## config.mk

```make
export PLATFORM = sky130hd
export DESIGN_NAME = ab_responder
export DESIGN_NICKNAME = d
export VERILOG_FILES = /design/src/rtl/ab_resp_pkg.sv /design/src/rtl/ab_lat_cnt.sv /design/src/rtl/ab_responder.sv
export SDC_FILE = /design/constraint.sdc
export NUM_CORES = 1
export LEC_CHECK = 0
export ABC_AREA = 0
export CAP_MARGIN = 10
export CORE_ASPECT_RATIO = 0.8
export CORE_MARGIN = 4
export CORE_UTILIZATION = 46
export CTS_CLUSTER_SIZE = 28
export DETAILED_ROUTE_END_ITERATION = 16
export GPL_TIMING_DRIVEN = 0
export PLACE_DENSITY_LB_ADDON = 0.1
export SYNTH_ARGS = -nofsm -noshare
export SYNTH_HDL_FRONTEND = slang
export SYNTH_SLANG_ARGS = --single-unit
```

## constraint.sdc

```tcl
create_clock -name clk_top -period 2.51 [get_ports clk_top]
set_input_delay 0.502 -clock clk_top [delete_from_list [all_inputs] [get_ports clk_top]]
set_output_delay 0.502 -clock clk_top [all_outputs]
set_load 0.01 [all_outputs]
```

## src/rtl/ab_resp_pkg.sv

```systemverilog
// Shared types and constants for the ab_responder request/acknowledge handshake.
package ab_resp_pkg;

    // Width of the latency down-counter (supports LAT up to 15)
    localparam int LAT_W = 4;

    // Default saturation value of the completed-transaction counter
    localparam int R_MAX_DEF = 32'h7FFF_FFFF;

    // Handshake FSM states
    typedef enum logic [1:0] {
        IDLE = 2'd0,
        WAIT = 2'd1,
        ACK  = 2'd2,
        DONE = 2'd3
    } ab_state_e;

    // Saturating increment: never exceeds lim, so the count cannot wrap negative
    function automatic logic signed [31:0] sat_inc(
        input logic signed [31:0] val,
        input logic signed [31:0] lim
    );
        logic signed [31:0] res;
        if (val < lim) begin
            res = val + 32'sd1;
        end else begin
            res = lim;
        end
        return res;
    endfunction

endpackage

```

## src/rtl/ab_lat_cnt.sv

```systemverilog
// Loadable down-counter with a registered zero flag; stops at zero.
module ab_lat_cnt
    import ab_resp_pkg::*;
(
    input  logic             i_clk,
    input  logic             i_rst_n,
    input  logic             i_load,
    input  logic [LAT_W-1:0] i_load_val,
    input  logic             i_dec,
    output logic             o_zero
);

    logic [LAT_W-1:0] r_cnt;
    logic [LAT_W-1:0] w_cnt_nxt;
    logic             r_zero;

    // Next count: a load wins over a decrement; decrement holds at zero
    always_comb begin
        w_cnt_nxt = r_cnt;
        if (i_load) begin
            w_cnt_nxt = i_load_val;
        end else if (i_dec && (r_cnt != {LAT_W{1'b0}})) begin
            w_cnt_nxt = r_cnt - LAT_W'(1);
        end else begin
            w_cnt_nxt = r_cnt;
        end
    end

    // Count register with the zero flag registered alongside it
    always_ff @(posedge i_clk) begin
        if (!i_rst_n) begin
            r_cnt  <= {LAT_W{1'b0}};
            r_zero <= 1'b1;
        end else begin
            r_cnt  <= w_cnt_nxt;
            r_zero <= (w_cnt_nxt == {LAT_W{1'b0}});
        end
    end

    assign o_zero = r_zero;

endmodule

```

## src/rtl/ab_responder.sv

```systemverilog
// ab_responder: request/acknowledge responder with programmable latency,
// abort, one-cycle done pulse and a saturating completion counter.
// Optional macro AB_RESPONDER_SVA_EN embeds protocol assertions.
module ab_responder
    import ab_resp_pkg::*;
#(
    parameter int LAT   = 2,
    parameter int R_MAX = R_MAX_DEF
) (
    input  logic               clk_top,
    input  logic               reset_n,
    input  logic               a1,
    input  logic               b1,
    output logic               c1,
    output logic               d1,
    output logic signed [31:0] r1
);

    // WAIT lasts LAT cycles: the counter starts at LAT-1 and ACK follows zero
    localparam logic [LAT_W-1:0] LAT_LOAD = LAT_W'(LAT - 1);

    ab_state_e          r_state;
    ab_state_e          w_state_nxt;
    logic               w_load;
    logic               w_dec;
    logic               w_cnt_zero;
    logic               r_c1;
    logic               r_d1;
    logic signed [31:0] r_r1;

    ab_lat_cnt u_lat_cnt (
        .i_clk      (clk_top),
        .i_rst_n    (reset_n),
        .i_load     (w_load),
        .i_load_val (LAT_LOAD),
        .i_dec      (w_dec),
        .o_zero     (w_cnt_zero)
    );

    // Next-state and counter control; abort (b1) has priority everywhere
    always_comb begin
        w_state_nxt = r_state;
        w_load      = 1'b0;
        w_dec       = 1'b0;
        case (r_state)
            IDLE: begin
                if (a1 && !b1) begin
                    w_state_nxt = WAIT;
                    w_load      = 1'b1;
                end else begin
                    w_state_nxt = IDLE;
                end
            end
            WAIT: begin
                if (b1) begin
                    w_state_nxt = IDLE;
                end else if (w_cnt_zero) begin
                    w_state_nxt = ACK;
                end else begin
                    w_state_nxt = WAIT;
                    w_dec       = 1'b1;
                end
            end
            ACK: begin
                if (b1) begin
                    w_state_nxt = IDLE;
                end else if (!a1) begin
                    w_state_nxt = DONE;
                end else begin
                    w_state_nxt = ACK;
                end
            end
            DONE: begin
                w_state_nxt = IDLE;
            end
            default: begin
                w_state_nxt = IDLE;
            end
        endcase
    end

    // State, registered handshake outputs and saturating completion count
    always_ff @(posedge clk_top) begin
        if (!reset_n) begin
            r_state <= IDLE;
            r_c1    <= 1'b0;
            r_d1    <= 1'b0;
            r_r1    <= 32'sd0;
        end else begin
            r_state <= w_state_nxt;
            r_c1    <= (w_state_nxt == ACK);
            r_d1    <= (w_state_nxt == DONE);
            if (w_state_nxt == DONE) begin
                r_r1 <= sat_inc(r_r1, R_MAX);
            end else begin
                r_r1 <= r_r1;
            end
        end
    end

    assign c1 = r_c1;
    assign d1 = r_d1;
    assign r1 = r_r1;

`ifdef AB_RESPONDER_SVA_EN
    logic w_accept;
    assign w_accept = (r_state == IDLE) && a1 && !b1;

    
    

    
    
    
    
`endif

endmodule

```

==> results.cfg, run 1 <==
[logic_synthesis]
ys_ff_latch = 41
yosysTopAreaCellShare_pct = 40.4
synth_top_cells_by_area = dfxtp_1 40%, a31oi_1 5.2%, nand2_1 3.5%, nand4_1 3.4%, a21oi_1 3.0%
yosysTopAreaCell = dfxtp_1
syn-num-nets = 244
synth_area_sq_um = 2030
syn_area_per_cell_sq_um = 8.53
ys_warn_count = 0
synthArstFlopShare_pct = 0
synth_edf_count = 0
synth_seq_area_share_pct = 40.4
ys_types = 43
yosys_most_used_dff = dfxtp_1
syn-instance-count = 238

[die]
fp-row-count = 21
dieArea_sq_um = 5550
io_pins = 38
die_w_um = 82.3
die_height_um = 67.4
initial_core_util_pct = 48.0
coreArea_sq_um = 4230

[sta]
finalCriticalPeriod_ns = 2.43
hold_viol = 0
tightest_slew_ns = 1.09
rsz0062_at_grt = no
drv_slew = 0
relSlewSlack_pct = 26.3
max_freq_ghz = 0.412
setup_violations = 0
clock_skew_ns = 0.00959
final.period_utilization_pct = 96.7
setup_ws_ns = 0.0831

[final_layout]
fin_nets = 290
nFillCells = 370
drive_above_1_share_pct = 8.80
area_growth_pct = 29.3
n_antenna_cell = 0
finalCoreUtilization_pct = 62.1

[worst_setup_path]
startpoint_type = primary input
crit_type = primary input to flip-flop
cp_common_cell = buf_6
crit_buf_inv = 3
slowest_stage = or4b_1
cp_slowest_stage_delay_ns = 0.53
cp_max_fo = 10
required_ns = 2.73
worstPathCellList = dlygate4sd2_1, or4b_1, buf_6, or4_4, buf_6, or3_1, a31oi_1
endpoint_kind = flip-flop
critPathArrivalTime_ns = 2.64
crit_family = simple AND/OR/NAND/NOR gates

[pwr]
total_power_mw = 1.13
swShare_pct = 21.7
seqPwrFrac_pct = 58.0
p_switching_mw = 0.246
powerDensity_nw_per_um2 = 432
p_comb_share_pct = 3.4
intPower_mw = 0.888
pwr-share-clk_pct = 38.6
cellLeakagePower_nw = 0.862
ir_worst_vdd_v = 0.000321

[route]
drtAntennaViolNets = 0
viasPerCell = 5.79
drt-total-wl_um = 4880
vias = 1974
dr.first_iter.drc_count = 121
avgRoutedWirePerCell_um = 14.3
route.detailed.drc = 0
drt_pass1_iterations = 4

[job]
drv_cap = 0

[outcome]
outcome = completed

[placement]
port-buffer-count = 37
place.gp.congestion = 0.819
place_hpwl_um = 3410
dp_slack_ns = -0.760

[min_path]
holdCritPathClass = flip-flop to flip-flop

[grt]
grt_start_max_net_pins = 12
grt_pass1_wl_um = 8380
gr-usage-all-layers_pct = 19.2
grt_pass1_vias = 1832
antenna_found_initial = 0
grt-ovfl-total = 0

[clock_network]
clk_path_buf_depth = 2
cts_inserted_buffers = 5
clk_latency_ns = 0.29
cts_max_level = 2
root_buffer = clkbuf_8
clkTransAtPathRegs_ns = 0.08
cts_sinks = 41
cts_tree = built
## power by group through the flow
stage	combinational [mW]	clock, mW	sequential, mW
6_report	0.0386	0.438	0.658
5_1_grt	0.0435	0.471	0.659
4_1_cts	0.0393	0.452	0.658
3_5_place_dp	0.0399	0	0.673
3_3_place_gp	0.0397	0	0.673
2_1_floorplan	0.0248	0	0.673
## per-stage QoR
stage               hold WS, ns  cells  TNS, ns  instance area, sq um
CTS                       0.479    341        0                  2620
global placement          0.462    332   -23.78                  2470
finish                    0.473    341        0                  2630
detailed placement        0.468    332   -22.03                  2470
floorplan                 0.450    238        0                  2030
global route              0.491    341        0                  2630
## final cells by class
cell class	count	area [sq um]	share of cell area [%]
plain buffers	11	72.6	2.76
inverters	8	30.0	1.14
flip-flops and latches	41	821	31.3
clock buffers	7	86.3	3.29
repair buffers	39	383	14.6
multi-input cells	178	1160	44.2
well taps	57	71.3	2.72
## worst register-to-register path, delay by kind of cell (launching register included)
| family | cells | cell delay (ns) |
|---|---|---|
| DFF | 1 | 0.34 |
| and+or+nand+nor | 3 | 1.42 |
| buffers and inverters | 2 | 0.30 |
| AOI/OAI and AO/OA | 1 | 0.15 |
## placed cells by master, fill, tap and decap left out, types with 6 or more instances in the layout
cell,Yosys,layout
a21oi_1,12,12
a31oi_1,17,17
clkbuf_8,0,7
clkdlybuf4s50_1,0,35
dfxtp_1,41,41
inv_1,8,8
nand2_1,19,19
nand3_1,12,12
nand4_1,11,11
nor2_1,6,6
nor3_1,9,9
o21ai_0,10,10
or3_1,9,9
xnor2_1,6,6
## layer usage
metal  routed length [um]  GRT usage (%)
met1                 2410           26.0
met2                 2200           30.4
met3                  213           4.40
met4                   55           5.60
met5                    0              0
## flip-flops by register name, indices dropped and copies added (netlist names)
signal            count
u_lat_cnt.r_cnt       4
u_lat_cnt.o_zero      1
r_state               2
r1                   32
d1                    1
c1                    1
## worst paths after layout
path | endpoint | slack, ns | start | depth (start not counted)
max | r1[18] | 0.08 | b1 | 7
min | u_lat_cnt.r_cnt[1] | 0.47 | u_lat_cnt.r_cnt[1] | 2
max reg2reg | r1[18] | 0.22 | r_state[0] | 6
min reg2reg | u_lat_cnt.r_cnt[1] | 0.47 | u_lat_cnt.r_cnt[1] | 2
## cell usage after synthesis, types with 4 or more instances
library cell	number
nor2b_1	5
nor3_1	9
nor2_1	6
dfxtp_1	41
a31oi_1	17
and3_1	5
a21oi_1	12
nand4_1	11
o21ai_0	10
xor2_1	4
nand3_1	12
nor4_1	4
or3_1	9
xnor2_1	6
o31ai_1	4
or4_1	6
nand2_1	19
and4_1	4
clkbuf_1	6
inv_1	8
## kinds of logic (layout without fill, tap and decap cells)
logic type	after synthesis	after routing	share of synthesized area, %
XOR/XNOR	10	10	4.32
AND/OR/NAND/NOR	107	107	30.7
multiplexers	5	5	2.59
flip-flops	41	41	40.4
adder cells (fa/ha/maj)	2	2	1.23
buffers and inverters	19	65	3.76
AO/OA/AOI/OAI	54	54	17.0
## what timing repair did
item                                    CTS  global route
endpoints found under the setup margin   32            10
cloned                                    1             0
pin swaps                                 2             0
hold buffers                              0             0
setup buffers                             1             0
resized for setup                        14             5
No activity file was read; power rests on OpenSTA's default activity.
==> run 2: changes to the inputs <==
PLACE_DENSITY = 0.83   (was default)
PLACE_DENSITY_LB_ADDON = default   (was 0.1)
==> results.cfg, run 2 (same netlist as run 1, synthesis figures left out) <==
[final_layout]
fin_nets = 288
finalNonFillerCells = 339
mostFrequentLayoutCells = 41 x dfxtp_1, 35 x clkdlybuf4s50_1, 19 x nand2_1, 17 x a31oi_1
register_area_sq_um = 821
finalCoreUtilization_pct = 61.7
drive_above_1_share_pct = 8.16
largest_register_ffs = 32
n_antenna_cell = 0
layout_commonest_cell = dfxtp_1
multiInputGateArea_sq_um = 1160
area_growth_pct = 28.6
nFillCells = 381
fin_area_sq_um = 2610

[sta]
rsz0062_at_grt = yes
final.period_utilization_pct = 98.5
setup_violations = 0
drv_slew = 0
clock_skew_ns = 0.00619
tightest_slew_ns = 1.11
relSlewSlack_pct = 24.7
finalCriticalPeriod_ns = 2.47
hold_viol = 0
max_freq_ghz = 0.405

[die]
die_w_um = 82.3
io_pins = 38
dieArea_sq_um = 5550
die_height_um = 67.4
fp-row-count = 21
coreArea_sq_um = 4230
initial_core_util_pct = 48.0

[route]
drt_pass1_iterations = 4
drtAntennaViolNets = 0
vias = 2026
dr.first_iter.drc_count = 177
avgRoutedWirePerCell_um = 14.7
drt-total-wl_um = 5000
viasPerCell = 5.98
route.detailed.drc = 0

[min_path]
holdCritPathClass = flip-flop to flip-flop

[grt]
grt-ovfl-total = 0
gr-usage-all-layers_pct = 20.1
grt_pass1_vias = 1877
antenna_found_initial = 0
grt_start_max_net_pins = 12
grt_pass1_wl_um = 8580

[worst_setup_path]
endpoint_kind = flip-flop
slowest_stage = or4_4
crit_type = primary input to flip-flop
critPathArrivalTime_ns = 2.67
worstPathCellList = dlygate4sd2_1, or4b_4, buf_6, or4_4, or4_1, mux2i_1
cp_max_fo = 9
crit_family = simple AND/OR/NAND/NOR gates
cp_slowest_stage_delay_ns = 0.57
startpoint_type = primary input
required_ns = 2.70
crit_buf_inv = 2

[pwr]
swShare_pct = 22.1
powerDensity_nw_per_um2 = 437
cellLeakagePower_nw = 0.854
seqPwrFrac_pct = 57.7
intPower_mw = 0.888
pwr-share-clk_pct = 38.8
p_comb_share_pct = 3.5
ir_worst_vdd_v = 0.000391
p_switching_mw = 0.253

[clock_network]
clk_path_buf_depth = 2
root_buffer = clkbuf_8
postCtsSetupBuffers = 0
cts_max_level = 2
cts_tree = built
cts_resized = 12
clk_latency_ns = 0.30
clkTransAtPathRegs_ns = 0.08
cts_sinks = 41
cts.hold.buffers_added = 0
cts_inserted_buffers = 5

[placement]
postPlaceCellArea_sq_um = 2470
place_hpwl_um = 3450
port-buffer-count = 37
place.gp.congestion = 0.897
dp.cells = 332

[job]
drv_cap = 0

[outcome]
outcome = completed
run 2: final timing paths:
kind / slack (ns) / endpoint / startpoint / depth (start not counted)
worst max register to register: 0.15 / r1[31] / r_state[1] / 5
worst min register to register: 0.48 / u_lat_cnt.r_cnt[1] / u_lat_cnt.r_cnt[1] / 2
worst min-delay path: 0.48 / u_lat_cnt.r_cnt[1] / u_lat_cnt.r_cnt[1] / 2
worst max-delay path: 0.04 / r1[31] / a1 / 6
run 2: cell type report:
| cell class | instances | area share [%] |
|---|---|---|
| Clock buffer | 7 | 3.31 |
| Timing Repair Buffer | 37 | 14.1 |
| Multi-Input combinational cell | 178 | 44.5 |
| Inverter | 8 | 1.15 |
| Buffer | 11 | 2.73 |
| Tap cell | 57 | 2.73 |
| Sequential cell | 41 | 31.4 |
run 2: layer usage:
metal / track usage (%) / vias up / routed length (um) / share of wire [%]
li1: - / 997 / - / -
met1: 26.9 / 955 / 2370 / 47
met2: 31.1 / 68 / 2250 / 45
met3: 5.73 / 6 / 324 / 6.5
met4: 6.85 / 0 / 55 / 1.1
met5: 0 / - / 0 / 0
run 2: worst min-delay path, stage by stage (launching register included):
cell	delay [ns]
dfxtp_1	0.32
nand2_1	0.06
a21oi_1	0.05
run 2: power by group through the flow:
stage | Clock, mW | Sequential, mW | Combinational (mW)
4_1_cts | 0.446 | 0.658 | 0.0395
3_5_place_dp | 0 | 0.673 | 0.0400
2_1_floorplan | 0 | 0.673 | 0.0248
5_1_grt | 0.471 | 0.659 | 0.0445
3_3_place_gp | 0 | 0.673 | 0.0392
6_report | 0.443 | 0.659 | 0.0399
run 2: metrics by stage:
step | power [mW] | worst slack [ns] | setup TNS [ns] | hold slack [ns]
6_report | 1.14 | 0.0379 | 0 | 0.480
5_1_grt | 1.17 | -0.0109 | -0.0128 | 0.507
4_1_cts | 1.14 | 0.0479 | 0 | 0.474
3_5_place_dp | 0.713 | -0.803 | -22.88 | 0.464
3_3_place_gp | 0.712 | -0.787 | -21.89 | 0.464
2_1_floorplan | 0.697 | 0.0820 | 0 | 0.450
